`config.mk`:
```
export PLATFORM = sky130hd
export DESIGN_NAME = dac3162_stream_ctrl
export DESIGN_NICKNAME = d
export VERILOG_FILES = /design/src/rtl/dac3162_stream_ctrl.sv
export SDC_FILE = /design/constraint.sdc
export NUM_CORES = 1
export LEC_CHECK = 0
export CAP_MARGIN = 25
export CORE_MARGIN = 3
export CORE_UTILIZATION = 55
export CTS_CLUSTER_SIZE = 28
export DETAILED_ROUTE_END_ITERATION = 10
export PLACE_DENSITY = 0.75
export SLEW_MARGIN = 20
export SYNTH_ARGS = -nofsm -noshare
export SYNTH_HDL_FRONTEND = slang
export SYNTH_SLANG_ARGS = --single-unit
```
`constraint.sdc`:
```
create_clock -name clk_in -period 7.5 [get_ports clk_in]
set_clock_uncertainty 0.15 [all_clocks]
set_input_delay 1.125 -clock clk_in [delete_from_list [all_inputs] [get_ports clk_in]]
set_output_delay 1.125 -clock clk_in [all_outputs]
set_load 0.005 [all_outputs]
```
`src/rtl/dac3162_stream_ctrl.sv`:
```
// Sample-pair FIFO plus IDLE/WAKE/PRIME/RUN sequencer that feeds the DAC3162 channel drivers.
// Optional saturating underflow counter is built when DAC3162_UNDERFLOW_CNT_EN is defined.
module dac3162_stream_ctrl #(
  parameter int FIFO_DEPTH  = 16,
  parameter int WAKE_CYCLES = 64
) (
  input  logic        clk_in,
  input  logic        rst,
  input  logic        enable,
  input  logic [23:0] s_data,
  input  logic        s_valid,
  output logic        s_ready,
  output logic [11:0] DA3162_CH1,
  output logic [11:0] DA3162_CH2,
  output logic        dac_active,
  output logic [1:0]  state,
  output logic        underflow,
  output logic [15:0] underflow_cnt
);

  localparam int AW = $clog2(FIFO_DEPTH);
  localparam int WW = (WAKE_CYCLES > 1) ? $clog2(WAKE_CYCLES) : 1;
  localparam logic [AW:0]   FULL_CNT  = (AW+1)'(FIFO_DEPTH);
  localparam logic [AW:0]   HALF_CNT  = (AW+1)'(FIFO_DEPTH / 2);
  localparam logic [WW-1:0] WAKE_LAST = WW'(WAKE_CYCLES - 1);

  typedef enum logic [1:0] {
    ST_IDLE  = 2'd0,
    ST_WAKE  = 2'd1,
    ST_PRIME = 2'd2,
    ST_RUN   = 2'd3
  } state_t;

  state_t        state_r;
  logic [WW-1:0] wake_cnt_r;
  logic [AW:0]   wr_ptr_r;
  logic [AW:0]   rd_ptr_r;
  logic [23:0]   mem_r [FIFO_DEPTH];
  logic [11:0]   ch1_r;
  logic [11:0]   ch2_r;
  logic          underflow_r;

  logic [AW:0]   count_s;
  logic          full_s;
  logic          empty_s;
  logic          push_s;
  logic          uf_event_s;

  assign count_s    = wr_ptr_r - rd_ptr_r;
  assign full_s     = (count_s == FULL_CNT);
  assign empty_s    = (wr_ptr_r == rd_ptr_r);
  assign s_ready    = (state_r != ST_IDLE) && !full_s;
  assign push_s     = s_valid && s_ready;
  // Pop decision uses pre-edge occupancy, so a same-cycle push into an empty FIFO still underflows.
  assign uf_event_s = enable && (state_r == ST_RUN) && empty_s;

  assign state      = state_r;
  assign dac_active = (state_r != ST_IDLE);
  assign DA3162_CH1 = ch1_r;
  assign DA3162_CH2 = ch2_r;
  assign underflow  = underflow_r;

  // Sample storage, written on every accepted pair while streaming is enabled.
  always_ff @(posedge clk_in) begin
    if (push_s && enable) begin
      mem_r[wr_ptr_r[AW-1:0]] <= s_data;
    end
  end

  // Sequencer, FIFO pointers and registered DAC outputs.
  always_ff @(posedge clk_in or posedge rst) begin
    if (rst) begin
      state_r     <= ST_IDLE;
      wake_cnt_r  <= '0;
      wr_ptr_r    <= '0;
      rd_ptr_r    <= '0;
      ch1_r       <= 12'h000;
      ch2_r       <= 12'h000;
      underflow_r <= 1'b0;
    end else if (!enable) begin
      state_r     <= ST_IDLE;
      wake_cnt_r  <= '0;
      wr_ptr_r    <= '0;
      rd_ptr_r    <= '0;
      ch1_r       <= 12'h000;
      ch2_r       <= 12'h000;
      underflow_r <= 1'b0;
    end else begin
      underflow_r <= uf_event_s;
      if (push_s) begin
        wr_ptr_r <= wr_ptr_r + (AW+1)'(1);
      end else begin
        wr_ptr_r <= wr_ptr_r;
      end
      case (state_r)
        ST_IDLE: begin
          state_r    <= ST_WAKE;
          wake_cnt_r <= '0;
        end
        ST_WAKE: begin
          if (wake_cnt_r == WAKE_LAST) begin
            state_r <= ST_PRIME;
          end else begin
            wake_cnt_r <= wake_cnt_r + WW'(1);
          end
        end
        ST_PRIME: begin
          if (count_s >= HALF_CNT) begin
            state_r <= ST_RUN;
          end else begin
            state_r <= ST_PRIME;
          end
        end
        ST_RUN: begin
          if (!empty_s) begin
            {ch1_r, ch2_r} <= mem_r[rd_ptr_r[AW-1:0]];
            rd_ptr_r       <= rd_ptr_r + (AW+1)'(1);
          end else begin
            rd_ptr_r <= rd_ptr_r;
          end
        end
        default: state_r <= ST_IDLE;
      endcase
    end
  end

`ifdef DAC3162_UNDERFLOW_CNT_EN
  logic [15:0] uf_cnt_r;

  // Saturating underflow tally; only rst clears it, stopping the stream does not.
  always_ff @(posedge clk_in or posedge rst) begin
    if (rst) begin
      uf_cnt_r <= 16'h0000;
    end else if (uf_event_s && (uf_cnt_r != 16'hFFFF)) begin
      uf_cnt_r <= uf_cnt_r + 16'h0001;
    end else begin
      uf_cnt_r <= uf_cnt_r;
    end
  end

  assign underflow_cnt = uf_cnt_r;
`else
  assign underflow_cnt = 16'h0000;
`endif

endmodule

```
==> results.json, run 1 <==
{
  "ctsRootBufferMaster": "clkbuf_16",
  "power.net_switching_mw": 1.04,
  "ys_ff_latch": 427,
  "dp_hpwl_um": 19100,
  "min_path_type": "flop to flop",
  "comb_pwr_share_pct": 5.6,
  "drcViolationCount": 0,
  "critPathCaptureType": "output pin",
  "sw_share_pct": 20.8,
  "netlist.top_cell.by_area": "edfxtp_1",
  "worst_r2r_endpoint": "mem_r[5][17]$_DFFE_PP_",
  "post-route-period-util_pct": 66.7,
  "design.die.area_mm2": 0.0329,
  "insertedDiodeCount": 0,
  "tritoncts_clock_tree": "yes",
  "synth_edf_count": 384,
  "cts.repair.resized": 0,
  "post-cts-setup-buffer-count": 0,
  "status": "finished, final reports clean",
  "worst_path_largest_cell_delay_ns": 0.54,
  "worst_r2r_path_depth": 9,
  "cellLeakagePower_nw": 6.28,
  "synth_area_leaders": "edfxtp_1, mux4_2, dfrtp_1",
  "critical_path.cell_chain": "buf_4, inv_1, buf_8, ha_1, or3_4, a2111oi_4, nor2_1, clkdlybuf4s50_1",
  "critical_path.max_fanout": 27,
  "row_count": 63,
  "vias_in_the_first_global_route": 8870,
  "min_tclk_post_route_ns": 5.00,
  "power-per-cell-area_mw_per_mm2": 258,
  "die_x_um": 181,
  "cts.hold.buffers_added": 0,
  "cp_data_arrival_time_ns": 3.72,
  "final_cell_area_mm2": 0.0194,
  "globalRouteOverflowTotal": 0,
  "core_mm2": 0.0300,
  "setup_repair_after_global_routing_missed_its_margin": "false",
  "worst_setup_path_start_kind": "flop",
  "wl_per_cell_um": 24.8,
  "ios": 73,
  "die_height_um": 181,
  "async_set_reset_flop_share_out_of_synthesis_pct": 10.1,
  "yosys.cell_count.top_type": "edfxtp_1",
  "antenna_left": 0,
  "finalSetupTns_ns": 0,
  "min_delay_path_depth": 1,
  "fmax_ghz": 0.200,
  "utilization_pct": 64.7,
  "grt_antenna_before_repair": 0,
  "setup_viol": 0,
  "fin_cells": 1399,
  "largest_buffer_count_on_any_clock_path": 3,
  "number_of_maximum_capacitance_violations": 0,
  "overall_global_routing_usage_pct": 21.4,
  "cp.buffers_inverters": 4,
  "intPower_mw": 3.97,
  "routed_via_density": 6.18,
  "hold_ws_ns": 0.339,
  "cpLargestDelayFamily": "buffers and inverters",
  "place.detailed.instances": 1319,
  "min_to": "DA3162_CH1[4]$_DFFE_PP0P_",
  "gp_congestion": 0.760,
  "numCtsBuffers": 43,
  "maximum_resistive_drop_on_vdd_uv": 217,
  "power.sequential.fraction_pct": 52.9,
  "detailroute.via_count": 8645,
  "synth_commonest_cells": "edfxtp_1, nand2_1, mux4_2, nand3_1, dfrtp_1",
  "timing.slew.headroom_pct": 30.6,
  "min-delay-start": "DA3162_CH1[4]$_DFFE_PP0P_",
  "portBuffers": 56,
  "worst_setup_hold_path_clk_slew_ns": 0.06,
  "synth_largest_type_area_fraction_pct": 68.2,
  "cell_type_of_the_slowest_stage_on_the_worst_timing_path": "a2111oi_4",
  "share_of_post_route_cells_with_drive_strength_above_1_pct": 21.7,
  "num-nets-final": 1018,
  "floorplan.initialDensity_pct": 56.4,
  "r2r_start": "rd_ptr_r[3]$_DFFE_PP0P_",
  "drt-total-wl_um": 34700,
  "clock_power_share_pct": 41.5,
  "detailedRoute.firstPassIterationCount": 5,
  "clkLatencyLatePin_ns": 0.54,
  "cts_num_sinks": 427,
  "average_size_of_a_mapped_cell_um2": 18.9,
  "seq_total_area_yosys_pct": 74.6,
  "hold_viol": 0,
  "grt_max_degree": 76,
  "worst-endpoint-required_ns": 6.22,
  "count_of_cell_types_in_the_netlist": 46,
  "max_slew.worst_pin.slew_ns": 1.04,
  "cell_area_reported_after_detailed_placement_mm2": 0.0180,
  "ff2ff_setup_slack_ns": 3.13,
  "initialDrtViolationCount": 919,
  "cts_htree_levels": 2,
  "postSynth.topFlopCell": "edfxtp_1",
  "syn-cell-area_mm2": 0.0169,
  "crit_type": "flop to output pin",
  "syn-instance-count": 893,
  "grt_pass1_wl_um": 53700,
  "timing_max_transition_violations_final": 0,
  "synth-warning-count": 0,
  "layout-area-overhead-vs-synth_pct": 14.7
}
-- sequential cells by signal, indices dropped and copies added, names as in the netlist --
register and cells:
rd_ptr_r 5, DA3162_CH2 12, wr_ptr_r 5, wake_cnt_r 6
mem_r 384, DA3162_CH1 12, underflow 1, state 2
-- layer usage --
| metal | wire length, µm | GRT usage (%) | up-vias |
|---|---|---|---|
| met4 | 913 | 6.25 | 0 |
| met3 | 2780 | 3.32 | 65 |
| li1 | - | - | 3700 |
| met2 | 16900 | 34.4 | 407 |
| met1 | 14100 | 31.1 | 4473 |
| met5 | 0 | 0 | - |
-- layout by cell type (no fill, tap or decap), types with 6 or more instances in the layout --
| cell | instances |
|---|---|
| edfxtp_1 | 384 |
| nand2_1 | 114 |
| mux4_2 | 96 |
| clkdlybuf4s50_1 | 56 |
| nand3_1 | 53 |
| clkbuf_16 | 43 |
| dfrtp_1 | 40 |
| buf_4 | 28 |
| a32o_1 | 24 |
| conb_1 | 16 |
| clkbuf_1 | 15 |
| ha_1 | 14 |
| inv_1 | 11 |
| o21ai_0 | 8 |
| nor4_2 | 8 |
| xnor2_1 | 6 |
-- logic make-up (layout without fill, tap and decap cells) --
family | count (synthesis) | count (layout) | synth area share [%]
adder cells (fa/ha/maj) | 15 | 15 | 1.16
flip-flops | 427 | 427 | 74.6
multiplexers | 100 | 100 | 13.0
AND/OR/NAND/NOR | 217 | 217 | 6.00
AO/OA/AOI/OAI | 48 | 48 | 2.49
other | 1 | 16 | 0.0222
buffers and inverters | 77 | 178 | 2.28
XOR/XNOR | 8 | 8 | 0.415
-- per-stage QoR --
step           setup slack (ns)  power, mW
3_3_place_gp               2.86       2.97
2_1_floorplan              1.91       2.87
6_report                   2.50       5.01
5_1_grt                    2.34       5.17
3_5_place_dp               2.80       2.98
4_1_cts                    2.23       5.04
-- layout make-up --
class | instances | area (µm²)
fill | 1970 | 10600
inverter | 14 | 52.6
multi-input combinational | 404 | 4060
sequential | 427 | 12600
tap | 390 | 488
clock inverter | 16 | 179
clock buffer | 63 | 1200
timing repair buffer | 85 | 786
-- worst reg2reg max path, cell delays in order (launching register included) --
cell and delay, ns:
dfrtp_1 0.32, buf_4 0.34, inv_1 0.38, buf_8 0.28, ha_1 0.38, or3_4 0.43
a2111oi_4 0.54, or3b_1 0.82, nor4b_2 0.12, buf_4 0.30
-- power by group through the flow --
| stage | clock [mW] | sequential, mW | combinational (mW) |
|---|---|---|---|
| after floorplan | 0 | 2.69 | 0.177 |
| after global placement | 0 | 2.70 | 0.274 |
| after detailed placement | 0 | 2.70 | 0.280 |
| after CTS | 2.11 | 2.65 | 0.283 |
| after global routing | 2.20 | 2.65 | 0.310 |
| final | 2.08 | 2.65 | 0.279 |
-- worst max path at each step --
stage	from	end	slack, ns	cells after the start
finish	rd_ptr_r[3]$_DFFE_PP0P_	s_ready	2.50	8
global route	rd_ptr_r[3]$_DFFE_PP0P_	s_ready	2.34	8
CTS	rd_ptr_r[3]$_DFFE_PP0P_	s_ready	2.23	7
detailed placement	rd_ptr_r[3]$_DFFE_PP0P_	s_ready	2.80	7
global placement	rd_ptr_r[3]$_DFFE_PP0P_	s_ready	2.86	7
floorplan	rd_ptr_r[2]$_DFFE_PP0P_	mem_r[7][0]$_DFFE_PP_	1.91	10
Note: power is estimated with default switching activity, not from simulation.
==> run 2, diff against run 1 <==
clock period = 5 ns   (was 7.5 ns; I/O delays follow)
==> run 2 against run 1 <==
  * Die area is the same
  * Register-to-register slack lost 2.3 ns
  * Sequential power grew 50%
  * Sequential share of layout area is essentially flat
  * First-iteration DRC count shrank 8.1%
  * Total power grew 46%
  * Highest routed layer unchanged
  * Worst hold slack lost 0.00064 ns
  * Combinational power grew 55%
  * Critical endpoint unchanged
==> results.json, run 2 (synthesis results as in run 1) <==
{
  "status": "finished, final reports clean",
  "min_tclk_post_route_ns": 4.36,
  "ff2ff_setup_slack_ns": 0.78,
  "wl_per_cell_um": 25.6,
  "drt-total-wl_um": 36000,
  "cp_data_arrival_time_ns": 3.46,
  "cellLeakagePower_nw": 6.29,
  "gp_congestion": 0.779,
  "core_mm2": 0.0300,
  "m1WireLength_um": 14600,
  "post-route-period-util_pct": 87.1,
  "max_slew.worst_pin.slew_ns": 0.988,
  "crit_start": "wr_ptr_r[2]$_DFFE_PP0P_",
  "worst_r2r_path_depth": 7,
  "layout-area-overhead-vs-synth_pct": 14.7,
  "final_cell_area_mm2": 0.0194,
  "portBuffers": 56,
  "cell_area_reported_after_detailed_placement_mm2": 0.0181,
  "floorplan.initialDensity_pct": 56.4,
  "finalSetupTns_ns": 0,
  "detailedRoute.firstPassIterationCount": 5,
  "die_height_um": 181,
  "critPathCaptureType": "output pin",
  "worst_path_largest_cell_delay_ns": 0.77,
  "critical_path.cell_chain": "ha_1, and3b_4, or3_4, a2111oi_4, nor2_1, clkdlybuf4s50_1",
  "cts_num_sinks": 427,
  "drcViolationCount": 0,
  "r2r_start": "wr_ptr_r[2]$_DFFE_PP0P_",
  "row_count": 63,
  "numCtsBuffers": 42,
  "routed-wl-met2_um": 17400,
  "clkLatencyLatePin_ns": 0.53,
  "number_of_maximum_capacitance_violations": 0,
  "number_of_flip_flops_under_the_largest_register_name": 384,
  "setup_repair_after_global_routing_missed_its_margin": "false",
  "power-per-cell-area_mw_per_mm2": 379,
  "ios": 73,
  "cpLargestDelayFamily": "flip-flops",
  "routed_via_density": 6.15,
  "cp.buffers_inverters": 1,
  "critical_path_cell_count": 6,
  "grt_pass1_wl_um": 55300,
  "worst_r2r_endpoint": "mem_r[3][19]$_DFFE_PP_",
  "cts.repair.resized": 0,
  "post-cts-setup-buffer-count": 0,
  "critical_path.max_fanout": 18,
  "hold_ws_ns": 0.339,
  "layout_commonest_cell": "edfxtp_1",
  "cts_htree_levels": 2,
  "worst-endpoint-required_ns": 4.10,
  "hold_viol": 0,
  "initialDrtViolationCount": 845,
  "tritoncts_clock_tree": "yes",
  "design.die.area_mm2": 0.0329,
  "worst_setup_path_start_kind": "flop",
  "antenna_left": 0,
  "layout_common_cells": "edfxtp_1, nand2_1, mux4_2",
  "layout_setup_ws_ns": 0.643,
  "setup.worst_path.end": "s_ready",
  "maximum_resistive_drop_on_vdd_uv": 228,
  "dpl_worst_slack_ns": 0.820,
  "grt_max_degree": 100,
  "dp_hpwl_um": 20300,
  "die_x_um": 181,
  "vias_in_the_first_global_route": 8951,
  "globalRouteOverflowTotal": 0,
  "detailroute.via_count": 8640,
  "insertedDiodeCount": 0,
  "share_of_post_route_cells_with_drive_strength_above_1_pct": 22.5,
  "crit_type": "flop to output pin",
  "maxUsedRoutingLayer": "met4",
  "fmax_ghz": 0.230,
  "finalPower_mw": 7.34,
  "min_delay_path_depth": 1,
  "num-nets-final": 1028,
  "cell_type_of_the_slowest_stage_on_the_worst_timing_path": "dfrtp_1",
  "timing.slew.headroom_pct": 33.6,
  "cts.hold.buffers_added": 0,
  "min_path_type": "flop to flop",
  "overall_global_routing_usage_pct": 22.4,
  "grt_antenna_before_repair": 0,
  "setup_viol": 0,
  "ctsRootBufferMaster": "clkbuf_16",
  "met3WireLength_um": 2970,
  "worst_setup_hold_path_clk_slew_ns": 0.06,
  "timing_max_transition_violations_final": 0,
  "largest_buffer_count_on_any_clock_path": 3
}
==> run 2: cell count changes in the layout (fill, tap and decap cells not counted), sizes merged <==
cell / change
buf: +11
bufinv: -1
clkbuf: -13
clkinv: +8
clkinvlp: +2
==> run 2: worst min-delay path by stage <==
stage                              startpoint                         to
finish              DA3162_CH1[4]$_DFFE_PP0P_  DA3162_CH1[4]$_DFFE_PP0P_
global route        DA3162_CH1[4]$_DFFE_PP0P_  DA3162_CH1[4]$_DFFE_PP0P_
CTS                 DA3162_CH1[4]$_DFFE_PP0P_  DA3162_CH1[4]$_DFFE_PP0P_
detailed placement  DA3162_CH1[4]$_DFFE_PP0P_  DA3162_CH1[4]$_DFFE_PP0P_
global placement    DA3162_CH1[4]$_DFFE_PP0P_  DA3162_CH1[4]$_DFFE_PP0P_
floorplan           DA3162_CH1[0]$_DFFE_PP0P_  DA3162_CH1[0]$_DFFE_PP0P_
==> run 2: routing by layer <==
metal | vias to the layer above | track usage, %
met2 | 384 | 35.6
li1 | 3718 | -
met5 | - | 0
met4 | 0 | 6.64
met3 | 83 | 4.11
met1 | 4455 | 32.3
==> run 2: through the flow <==
stage | utilization [%] | cells
floorplan | - | 908
detailed placement | 60.4 | 1331
finish | 64.7 | 1406
global placement | 60.4 | 1330
global route | 64.7 | 1406
CTS | 64.7 | 1406
==> run 2: final cells by class <==
class / count / area [µm²]
clock inverter: 25 / 183
multi-input combinational: 404 / 4060
sequential: 427 / 12600
inverter: 14 / 52.6
clock buffer: 50 / 1100
fill: 2015 / 10600
tap: 390 / 488
timing repair buffer: 96 / 873
==> run 2: power breakdown <==
part           leakage [nW]  total [mW]  switching (mW)  internal, mW
clock                 0.625        2.93            1.25          1.68
sequential             4.04        3.97          0.0267          3.94
combinational          1.62       0.432           0.250         0.181
==> run 3, diff against run 2 <==
ABC_AREA = 1   (was default)
CAP_MARGIN = default   (was 25)
==> run 3 against run 2 <==
  * Sequential power up 3%
  * Largest power group unchanged
  * Register-to-register slack better by 0.10 ns
  * Non-clock buffer count down 26
  * Via count up 31%
  * Highest routed layer unchanged
==> results.json, run 3 <==
{
  "synth_top_family_by_area": "simple AND/OR/NAND/NOR gates",
  "portBuffers": 56,
  "synth-warning-count": 0,
  "hold_ws_ns": 0.327,
  "antenna_left": 0,
  "numCtsBuffers": 43,
  "wl_per_cell_um": 21.1,
  "yosys.cell_count.top_type": "edfxtp_1",
  "ys_ff_latch": 427,
  "r2r_start": "rd_ptr_r[1]$_DFFE_PP0P_",
  "power.net_switching_mw": 2.33,
  "cts_num_sinks": 427,
  "num-nets-final": 1544,
  "compound_cell_area_share_of_the_yosys_netlist_pct": 9.71,
  "average_size_of_a_mapped_cell_um2": 12.0,
  "grt_antenna_before_repair": 0,
  "timing_max_transition_violations_final": 0,
  "synth_edf_count": 384,
  "finalSetupTns_ns": 0,
  "seq_total_area_yosys_pct": 71.8,
  "number_of_maximum_capacitance_violations": 0,
  "core_mm2": 0.0310,
  "post-cts-setup-buffer-count": 0,
  "detailedRoute.firstPassIterationCount": 6,
  "grt_max_degree": 101,
  "drt-total-wl_um": 40700,
  "synthMuxAreaShare_pct": 0,
  "cts.hold.buffers_added": 0,
  "design.die.area_mm2": 0.0341,
  "critPathCaptureType": "output pin",
  "setup_repair_after_global_routing_missed_its_margin": "false",
  "adder_cell_share_of_the_synthesized_area_pct": 1.11,
  "layout-area-overhead-vs-synth_pct": 12.0,
  "largest_buffer_count_on_any_clock_path": 3,
  "clock_power_share_pct": 35.9,
  "layout_setup_ws_ns": 0.511,
  "synth_largest_type_area_fraction_pct": 65.7,
  "syn-instance-count": 1468,
  "ff2ff_setup_slack_ns": 0.88,
  "synth_commonest_cells": "edfxtp_1, nor2_1, nand2_1, o21ai_0",
  "worst_r2r_endpoint": "mem_r[4][18]$_DFFE_PP_",
  "power.sequential.fraction_pct": 48.2,
  "number_of_flip_flops_under_the_largest_register_name": 384,
  "timing.slew.headroom_pct": 32.5,
  "ios": 73,
  "synth_area_leaders": "edfxtp_1, dfrtp_1, nor2_1",
  "maximum_resistive_drop_on_vdd_uv": 477,
  "power-per-cell-area_mw_per_mm2": 433,
  "dp_hpwl_um": 23400,
  "min_delay_path_depth": 2,
  "min_to": "DA3162_CH2[10]$_DFFE_PP0P_",
  "worst_r2r_path_depth": 10,
  "sw_share_pct": 27.4,
  "worst-endpoint-required_ns": 4.10,
  "fmax_ghz": 0.223,
  "die_x_um": 185,
  "syn-cell-area_mm2": 0.0176,
  "cts_htree_levels": 2,
  "setup_viol": 0,
  "worst_setup_hold_path_clk_slew_ns": 0.06,
  "cts.repair.resized": 0,
  "postSynth.topFlopCell": "edfxtp_1",
  "netlist.top_cell.by_area": "edfxtp_1",
  "area_fraction_in_and_or_nand_and_nor_cells_after_synthesis_pct": 12.6,
  "initialDrtViolationCount": 1242,
  "gp_congestion": 0.868,
  "max_slew.worst_pin.slew_ns": 1.01,
  "synth_xor_area_share_pct": 0.249,
  "min_tclk_post_route_ns": 4.49,
  "dpl_worst_slack_ns": 0.954,
  "min-delay-start": "DA3162_CH2[10]$_DFFE_PP0P_",
  "vias_in_the_first_global_route": 11300,
  "comb_pwr_share_pct": 16.0,
  "tritoncts_clock_tree": "yes",
  "clkLatencyLatePin_ns": 0.54,
  "die_height_um": 185,
  "crit_start": "rd_ptr_r[1]$_DFFE_PP0P_",
  "hold_viol": 0,
  "worst_setup_path_start_kind": "flop",
  "count_of_cell_types_in_the_netlist": 33,
  "row_count": 64,
  "ctsRootBufferMaster": "clkbuf_16",
  "cp_data_arrival_time_ns": 3.59,
  "globalRouteOverflowTotal": 0,
  "detailroute.via_count": 11300,
  "routed_via_density": 5.86,
  "layout_common_cells": "edfxtp_1, nor2_1, nand2_1",
  "insertedDiodeCount": 0,
  "status": "finished, final reports clean",
  "drcViolationCount": 0,
  "grt_pass1_wl_um": 63500,
  "async_set_reset_flop_share_out_of_synthesis_pct": 10.1,
  "post-route-period-util_pct": 89.8,
  "overall_global_routing_usage_pct": 24.1,
  "cellLeakagePower_nw": 6.95,
  "min_path_type": "flop to flop",
  "layout.filler_cells": 2242,
  "intPower_mw": 6.19,
  "layout_commonest_cell": "edfxtp_1",
  "floorplan.initialDensity_pct": 56.7,
  "critical_path.max_fanout": 55,
  "crit_type": "flop to output pin",
  "share_of_post_route_cells_with_drive_strength_above_1_pct": 6.78
}
## run 3: how the worst max path moves through the flow
stage / endpoint / slack [ns] / depth (start not counted)
2_1_floorplan: mem_r[12][0]$_DFFE_PP_ / 1.36 / 12
3_3_place_gp: mem_r[3][1]$_DFFE_PP_ / 1.05 / 10
3_5_place_dp: mem_r[15][2]$_DFFE_PP_ / 0.95 / 10
4_1_cts: s_ready / 0.55 / 8
5_1_grt: s_ready / 0.32 / 8
6_report: s_ready / 0.51 / 8
## run 3: power groups by stage
stage	logic, mW	registers (mW)	clock network, mW
2_1_floorplan	1.02	4.12	0
3_3_place_gp	1.31	4.17	0
3_5_place_dp	1.34	4.17	0
4_1_cts	1.35	4.10	3.09
5_1_grt	1.53	4.12	3.23
6_report	1.36	4.10	3.06
## run 3: logic make-up after synthesis
logic type	count (synthesis)
AO/OA/AOI/OAI	304
XOR/XNOR	5
adder cells (fa/ha/maj)	15
AND/OR/NAND/NOR	565
flip-flops	427
other	1
buffers and inverters	151
## run 3: critical path, stage by stage (launching register included)
cell             delay (ns)
dfrtp_4                0.82
inv_1                  0.55
fa_1                   0.61
nand3_1                0.11
nand2_1                0.06
nand2_1                0.08
nand2_1                0.07
a31oi_1                0.19
clkdlybuf4s50_1        0.54
## run 3: layout make-up
| cell class | count | area, µm² | area share (%) |
|---|---|---|---|
| well taps | 396 | 495 | 2.52 |
| repair buffers | 70 | 678 | 3.45 |
| multi-input cells | 905 | 4330 | 22.0 |
| flip-flops and latches | 427 | 12600 | 64.1 |
| inverters | 54 | 205 | 1.04 |
| clock buffers | 60 | 1180 | 6.00 |
| clock inverters | 19 | 163 | 0.827 |
## run 3: metal layers
layer / part of all wire [%] / global-route usage [%] / up-vias
met5: 0 / 0 / -
met4: 2.2 / 7.56 / 0
met3: 8.3 / 4.12 / 69
met2: 48 / 38.7 / 506
met1: 42 / 34.3 / 5513
li1: - / - / 5219
## run 3: per-stage QoR
stage               power [mW]  std cells  instance area [µm²]  util [%]
global route              8.88       1931                19700      63.5
finish                    8.52       1931                19700      63.5
detailed placement        5.52       1852                18300      59.1
floorplan                 5.14       1483                17600         -
global placement          5.48       1852                18300      59.1
CTS                       8.55       1931                19700      63.5
